File: config.mk
export PLATFORM = sky130hd
export DESIGN_NAME = mlp_seq_ctrl
export DESIGN_NICKNAME = d
export VERILOG_FILES = /design/src/rtl/mlp_seq_ctrl.sv
export SDC_FILE = /design/constraint.sdc
export NUM_CORES = 1
export LEC_CHECK = 0
export CELL_PAD_IN_SITES_DETAIL_PLACEMENT = 2
export CELL_PAD_IN_SITES_GLOBAL_PLACEMENT = 2
export CORE_MARGIN = 1.5
export CORE_UTILIZATION = 34
export DETAILED_ROUTE_END_ITERATION = 8
export PLACE_DENSITY_LB_ADDON = 0.05
export SLEW_MARGIN = 20
export SYNTH_ARGS = -nofsm -noshare
export SYNTH_HDL_FRONTEND = slang
export SYNTH_SLANG_ARGS = --single-unit
File: constraint.sdc
create_clock -name clk -period 3.2 [get_ports clk]
set_clock_uncertainty 0.2 [all_clocks]
set_input_delay 0.96 -clock clk [delete_from_list [all_inputs] [get_ports clk]]
set_output_delay 0.96 -clock clk [all_outputs]
set_load 0.05 [all_outputs]
File: src/rtl/mlp_seq_ctrl.sv
// mlp_seq_ctrl: top-level inference sequencer for the MLP datapath.
// Runs the hidden-layer engine, the output-layer engine and argmax in order.
// Each engine uses a start/done pulse handshake and has its own watchdog.
// It latches the argmax class and reports completion to the host.
// Optional feature: define MLP_PERF_CNT_EN to add the perf_cycles busy-cycle
// counter output.
// All outputs are registered; each one is computed from the next state.
module mlp_seq_ctrl #(
  parameter int TIMEOUT_CYC = 4096,
  parameter int CNT_W       = 13   // needs 2**CNT_W > TIMEOUT_CYC
) (
  input  logic       clk,
  input  logic       rst_n,
  input  logic       start,
  input  logic       abort,
  input  logic       clr_err,
  output logic       busy,
  output logic       done,
  output logic [3:0] result_index,
  output logic       result_valid,
  output logic       error,
  output logic [1:0] err_stage,
  output logic       l1_start,
  input  logic       l1_done,
  output logic       l2_start,
  input  logic       l2_done,
  output logic       am_start,
  input  logic       am_done,
  input  logic [3:0] am_index
`ifdef MLP_PERF_CNT_EN
  ,
  output logic [31:0] perf_cycles
`endif
);

  typedef enum logic [3:0] {
    S_IDLE,
    S_L1_GO,
    S_L1_WAIT,
    S_L2_GO,
    S_L2_WAIT,
    S_AM_GO,
    S_AM_WAIT,
    S_FIN,
    S_ERR
  } state_t;

  localparam logic [CNT_W-1:0] WD_LAST = CNT_W'(TIMEOUT_CYC - 1);

  state_t           state_reg, state_next;
  logic [CNT_W-1:0] wd_reg, wd_next;
  logic             error_reg, error_next;
  logic [1:0]       err_stage_reg, err_stage_next;
  logic             result_valid_reg, result_valid_next;
  logic [3:0]       result_index_reg, result_index_next;
  logic             busy_reg, done_reg;
  logic             l1_start_reg, l2_start_reg, am_start_reg;
  logic             busy_next;
  logic             wd_expired;
  logic             start_accept;

  // Watchdog expiry: the WAIT state has already spent TIMEOUT_CYC-1 cycles.
  assign wd_expired   = (wd_reg == WD_LAST);
  assign busy_next    = (state_next != S_IDLE) && (state_next != S_ERR);
  assign start_accept = (state_reg == S_IDLE) && (state_next == S_L1_GO);

  // Next-state, watchdog and result/error bookkeeping; abort overrides everything.
  always_comb begin
    state_next        = state_reg;
    wd_next           = wd_reg;
    error_next        = error_reg;
    err_stage_next    = err_stage_reg;
    result_valid_next = result_valid_reg;
    result_index_next = result_index_reg;
    case (state_reg)
      S_IDLE: begin
        if (start) begin
          state_next        = S_L1_GO;
          result_valid_next = 1'b0;
        end
      end
      S_L1_GO: begin
        wd_next    = '0;
        state_next = S_L1_WAIT;
      end
      S_L1_WAIT: begin
        // A done on the expiry cycle still completes the stage.
        if (l1_done) begin
          state_next = S_L2_GO;
        end else if (wd_expired) begin
          state_next     = S_ERR;
          error_next     = 1'b1;
          err_stage_next = 2'd1;
        end else begin
          wd_next = wd_reg + CNT_W'(1);
        end
      end
      S_L2_GO: begin
        wd_next    = '0;
        state_next = S_L2_WAIT;
      end
      S_L2_WAIT: begin
        if (l2_done) begin
          state_next = S_AM_GO;
        end else if (wd_expired) begin
          state_next     = S_ERR;
          error_next     = 1'b1;
          err_stage_next = 2'd2;
        end else begin
          wd_next = wd_reg + CNT_W'(1);
        end
      end
      S_AM_GO: begin
        wd_next    = '0;
        state_next = S_AM_WAIT;
      end
      S_AM_WAIT: begin
        if (am_done) begin
          state_next        = S_FIN;
          result_index_next = am_index;
          result_valid_next = 1'b1;
        end else if (wd_expired) begin
          state_next     = S_ERR;
          error_next     = 1'b1;
          err_stage_next = 2'd3;
        end else begin
          wd_next = wd_reg + CNT_W'(1);
        end
      end
      S_FIN: begin
        state_next = S_IDLE;
      end
      S_ERR: begin
        if (clr_err) begin
          state_next     = S_IDLE;
          error_next     = 1'b0;
          err_stage_next = 2'd0;
        end
      end
      default: begin
        state_next = S_IDLE;
      end
    endcase
    // Abort beats done, timeout, clr_err and start, and keeps the old result.
    if (abort) begin
      state_next        = S_IDLE;
      wd_next           = '0;
      error_next        = 1'b0;
      err_stage_next    = 2'd0;
      result_valid_next = 1'b0;
      result_index_next = result_index_reg;
    end
  end

  // State, watchdog and registered outputs derived from the next state.
  always_ff @(posedge clk or negedge rst_n) begin
    if (!rst_n) begin
      state_reg        <= S_IDLE;
      wd_reg           <= '0;
      error_reg        <= 1'b0;
      err_stage_reg    <= 2'd0;
      result_valid_reg <= 1'b0;
      result_index_reg <= 4'd0;
      busy_reg         <= 1'b0;
      done_reg         <= 1'b0;
      l1_start_reg     <= 1'b0;
      l2_start_reg     <= 1'b0;
      am_start_reg     <= 1'b0;
    end else begin
      state_reg        <= state_next;
      wd_reg           <= wd_next;
      error_reg        <= error_next;
      err_stage_reg    <= err_stage_next;
      result_valid_reg <= result_valid_next;
      result_index_reg <= result_index_next;
      busy_reg         <= busy_next;
      done_reg         <= (state_next == S_FIN);
      l1_start_reg     <= (state_next == S_L1_GO);
      l2_start_reg     <= (state_next == S_L2_GO);
      am_start_reg     <= (state_next == S_AM_GO);
    end
  end

  assign busy         = busy_reg;
  assign done         = done_reg;
  assign result_index = result_index_reg;
  assign result_valid = result_valid_reg;
  assign error        = error_reg;
  assign err_stage    = err_stage_reg;
  assign l1_start     = l1_start_reg;
  assign l2_start     = l2_start_reg;
  assign am_start     = am_start_reg;

`ifdef MLP_PERF_CNT_EN
  logic [31:0] perf_reg, perf_next;

  // Busy-cycle count including the current cycle; restarts on an accepted start,
  // saturates, and holds once busy drops (FIN exit, ERR, abort).
  always_comb begin
    perf_next = perf_reg;
    if (start_accept) begin
      perf_next = 32'd1;
    end else if (busy_next && (perf_reg != 32'hFFFF_FFFF)) begin
      perf_next = perf_reg + 32'd1;
    end
  end

  // Performance counter register.
  always_ff @(posedge clk or negedge rst_n) begin
    if (!rst_n) begin
      perf_reg <= 32'd0;
    end else begin
      perf_reg <= perf_next;
    end
  end

  assign perf_cycles = perf_reg;
`else
  logic unused_start_accept;
  assign unused_start_accept = start_accept;
`endif

endmodule

# Yosys cells after proc, flatten, opt, wreduce, memory -nomap -nowiden
# Cells that the tools add are included.
[word_totals]
inputBits = 12
ff_bits = 30
out_inout_bits = 13
wordCells = 81
[classes]
bitwise_logic = 1
muxes = 34
eq_ne = 22
reduce_logical = 12
add_sub_neg = 1
[op_table]
columns = ["op", "n"]
rows = [
  ["13-bit two-way mux", 5],
  ["13-bit case mux with 4 select lines", 1],
  ["4-bit case mux with 8 select lines", 1],
  ["4-bit two-way mux", 7],
  ["3-bit inequality test, second input constant", 9],
  ["4-bit by 3-bit equality test with 1-bit output, second input constant", 5],
  ["2-bit two-way mux", 8],
  ["13-bit by 1-bit adder with 13-bit output, second input constant", 1],
  ["13-bit by 12-bit equality test with 1-bit output, second input constant", 1],
  ["4-bit by 2-bit equality test with 1-bit output, second input constant", 3],
  ["5-bit nonzero test", 2],
  ["1-bit two-way mux", 9],
  ["4-bit by 1-bit equality test with 1-bit output, second input constant", 2],
  ["2-bit case mux with 4 select lines", 1],
  ["8-bit AND reduction", 1],
  ["3-bit AND reduction", 2],
  ["5-bit AND reduction", 1],
  ["4-bit equality test, second input constant", 1],
  ["4-bit logical NOT", 1],
  ["4-bit inequality test, second input constant", 1],
  ["1-bit case mux with 4 select lines", 1],
  ["4-bit AND reduction", 1],
  ["4-bit nonzero test", 1],
  ["3-bit nonzero test", 1],
  ["other kinds (4)", 4],
]

# Depth between registers and ports, before layout
[logic_depth]
word_depth = 7
depth_mapped = 7
depth_no_buf = 6

# Worst setup path after synthesis
# No wires, ideal clock.
[synth_path]
path_kind = "input to register"
from = "input am_done"
to = "register wd_reg[9]"
slack_ps = 622
arrival_time_ps = 2300
required_time_ps = 2922
path_buffers = 0
cell_stages = 5
setup_time_ps = 78
path_cell_list = "mux2_2 -> a32oi_2 -> o2111ai_2 -> or3_1 -> a21oi_1"
[synth_between]
elab_chain_len = 2
[synth_lines]
columns = ["item", "line_no", "rtl"]
rows = [
  ["from (decl)", "28", "input logic am_done,"],
  ["3-bit inequality test (no source line)", "n/a", ""],
  ["4-bit AND reduction (no source line)", "n/a", ""],
  ["to (signal assigned)", "171", "wd_reg <= wd_next;"],
  ["to (decl)", "51", "logic [CNT_W-1:0] wd_reg, wd_next;"],
]
# Every way passes these cells.
# A chain may end at the register's enable or synchronous reset.

# Worst setup path in the final report
# Same ends and word-level chain as after synthesis.

==> results.json <==
{
  "cts.repair.resized": 0,
  "p_per_area_mw_per_mm2": 834,
  "grt_max_degree": 31,
  "synthFlopType": "dfrtp_1",
  "leakagePower_uw": 0.000883,
  "synth_commonest_cells": "dfrtp_1, nor2_1, o21ai_0, a21oi_1, nand2_1",
  "num_antenna_cells": 0,
  "hpwl_mm": 3.56,
  "power_uw": 1720,
  "first_pass_iters": 4,
  "async_reset_ff_share_pct": 100,
  "worst_slew_margin_rel_pct": 47.0,
  "maxClockFrequency_ghz": 0.349,
  "placed_cells": 241,
  "num_io_pins": 25,
  "grt_remaining_overflow": 0,
  "num_rows": 25,
  "yosysMostFrequentCell": "dfrtp_1",
  "grt_use_met2_pct": 33.7,
  "path_class": "in2reg",
  "outcome": "finished, final reports clean",
  "syn_avg_cell_area_um2": 10.1,
  "holdCritStartpoint": "result_index[3]",
  "vdd.ir_drop.worst_mv": 0.371,
  "ant_nets": 0,
  "vias": 1436,
  "cts_max_path_buffers": 2,
  "worst_skew_pair.late_latency_ns": 0.29,
  "maxSlewViolCount": 0,
  "start_kind": "primary input",
  "yosysSeqAreaShare_pct": 45.6,
  "coreArea_mm2": 0.00469,
  "synthesis.instances": 163,
  "htreeDepth": 2,
  "nets": 207,
  "syn2layout_area_growth_pct": 25.5,
  "rsz0062_at_grt": "false",
  "hold_path.class": "reg2reg",
  "antenna_found_initial": 0,
  "cts_hold_buffers": 0,
  "largest_reg_flops": 13,
  "wl_per_cell_um": 19.2,
  "yosys.area.top_type": "dfrtp_1",
  "ff2ff_path_depth": 6,
  "maxCapViolCount": 0,
  "path_clk_slew_ns": 0.07,
  "cts_setup_buffers": 0,
  "die-height_um": 72.6,
  "cp-end-kind": "flip-flop",
  "fin_setup_tns_ns": 0,
  "netlist_area_mm2": 0.00165,
  "cts-buffers-inserted": 5,
  "synth_seq_cells": 30,
  "worstPathMaxFanout": 7,
  "post-route-period-util_pct": 89.6,
  "use_met3_pct": 2.90,
  "synth_cell_types": 52,
  "synth_nets": 176,
  "holdPathEnd": "result_index[3]",
  "p_int_uw": 940,
  "grt_pass1_vias": 1587,
  "routed_wl_mm": 4.77,
  "clock-sinks": 30,
  "r2r_slack_ns": 0.71,
  "drc": 0,
  "root_buffer": "clkbuf_8",
  "combPwrFrac_pct": 49.0,
  "die_x_um": 72.6,
  "cts_tree": "built",
  "port_buffers": 24,
  "synth_edf_count": 0,
  "ys_top_cells_by_area": "dfrtp_1, nor2_1, o21ai_0",
  "fillers": 511,
  "start_util_pct": 35.1,
  "finalNonFillerCells": 249,
  "grt_usage_pct": 20.2,
  "multiInputGateArea_um2": 847,
  "seqPwrFrac_pct": 31.9,
  "reg2reg_from": "wd_reg[0]",
  "drive_above_1_share_pct": 13.8,
  "grt_busiest_layer": "met2",
  "drt_iter0_drc": 49,
  "arrival_ns": 2.88,
  "cp.required_ns": 3.21,
  "grt_use_met1_pct": 26.4,
  "grt_pass1_wl_mm": 8.18,
  "whs_path_depth": 1,
  "fin_util_pct": 44.1,
  "ys_warn_count": 0,
  "regArea_um2": 751,
  "power.switching_uw": 784,
  "gp_congestion": 0.805,
  "switching_share_pct": 45.5,
  "die_area_mm2": 0.00527,
  "pwr-share-clk_pct": 19.1,
  "max_slew.worst_pin.slew_ns": 0.788,
  "routed_via_density": 5.77,
  "synth_top_area_share_pct": 45.6,
  "min_period_ns": 2.87,
  "setup_viol": 0,
  "finalHoldViolCount": 0,
  "reg2reg_to": "result_index[2]"
}
[cell usage in the layout (no fill, tap or decap), drive strengths merged, types with 2 or more instances in the layout]
master,n
dfrtp,30
clkdlybuf4s50,24
nor2,15
o21ai,13
a21oi,9
nand2,9
a31oi,7
buf,7
clkbuf,6
mux2,6
or3,5
inv,4
nand3,4
and3,4
nor3,3
and2,3
xor2,3
o2111ai,3
a32oi,3
nand4,2
nand2b,2
nor4,2
a311oi,2
o211ai,2
a21o,2
mux2i,2
a41oi,2
[per-stage QoR]
step	cell area [µm²]	hold WS, ns	worst slack (ns)
2_1_floorplan	1650	0.281	0.622
3_3_place_gp	1970	0.274	0.138
3_5_place_dp	1970	0.286	0.0212
4_1_cts	2070	0.302	0.326
5_1_grt	2070	0.318	0.196
6_report	2070	0.296	0.332
[power by group through the flow]
stage          Sequential [µW]  Clock (µW)  Combinational (µW)
4_1_cts                    549         339                 852
2_1_floorplan              709           0                 405
5_1_grt                    562         349                 910
6_report                   549         329                 846
3_3_place_gp               549           0                 826
3_5_place_dp               556           0                 848
[metal layers]
metal / vias up / part of all wire [%]
met5: - / 0
met4: 0 / 1.5
met3: 6 / 1.8
met2: 17 / 49
met1: 730 / 47
li1: 683 / -
[critical path, cell delays in order]
cell             delay [ns]
clkdlybuf4s50_1        0.44
mux2_2                 0.33
a32oi_2                0.34
o2111ai_2              0.23
or3_1                  0.40
a21oi_1                0.17
[cell families (layout without fill, tap and decap cells)]
| family | count (synthesis) | after routing | share of synthesized area, % |
|---|---|---|---|
| mux | 8 | 8 | 5.31 |
| simple gates | 56 | 56 | 19.7 |
| xor+xnor | 3 | 3 | 1.59 |
| compound gates | 54 | 54 | 24.0 |
| flops | 30 | 30 | 45.6 |
| fa+ha+maj | 1 | 1 | 0.759 |
| buf+inv | 11 | 43 | 3.04 |
[area by class of cell]
type                            instances  area share, %
Sequential cell                        30           36.3
Tap cell                               54           3.27
Clock inverter                          2          0.605
Multi-Input combinational cell        122           41.0
Clock buffer                            6           3.99
Inverter                                4          0.726
Timing Repair Buffer                   31           14.2
[how the worst max path moves through the flow]
stage | endpoint | cells after the start | startpoint | slack (ns)
after floorplan | wd_reg[9] | 5 | am_done | 0.62
after global placement | wd_reg[9] | 6 | am_done | 0.14
after detailed placement | wd_reg[9] | 6 | am_done | 0.02
after CTS | wd_reg[9] | 6 | am_done | 0.33
after global routing | wd_reg[9] | 6 | am_done | 0.20
final | wd_reg[9] | 6 | am_done | 0.33
Note: power is estimated with default switching activity, not from simulation.
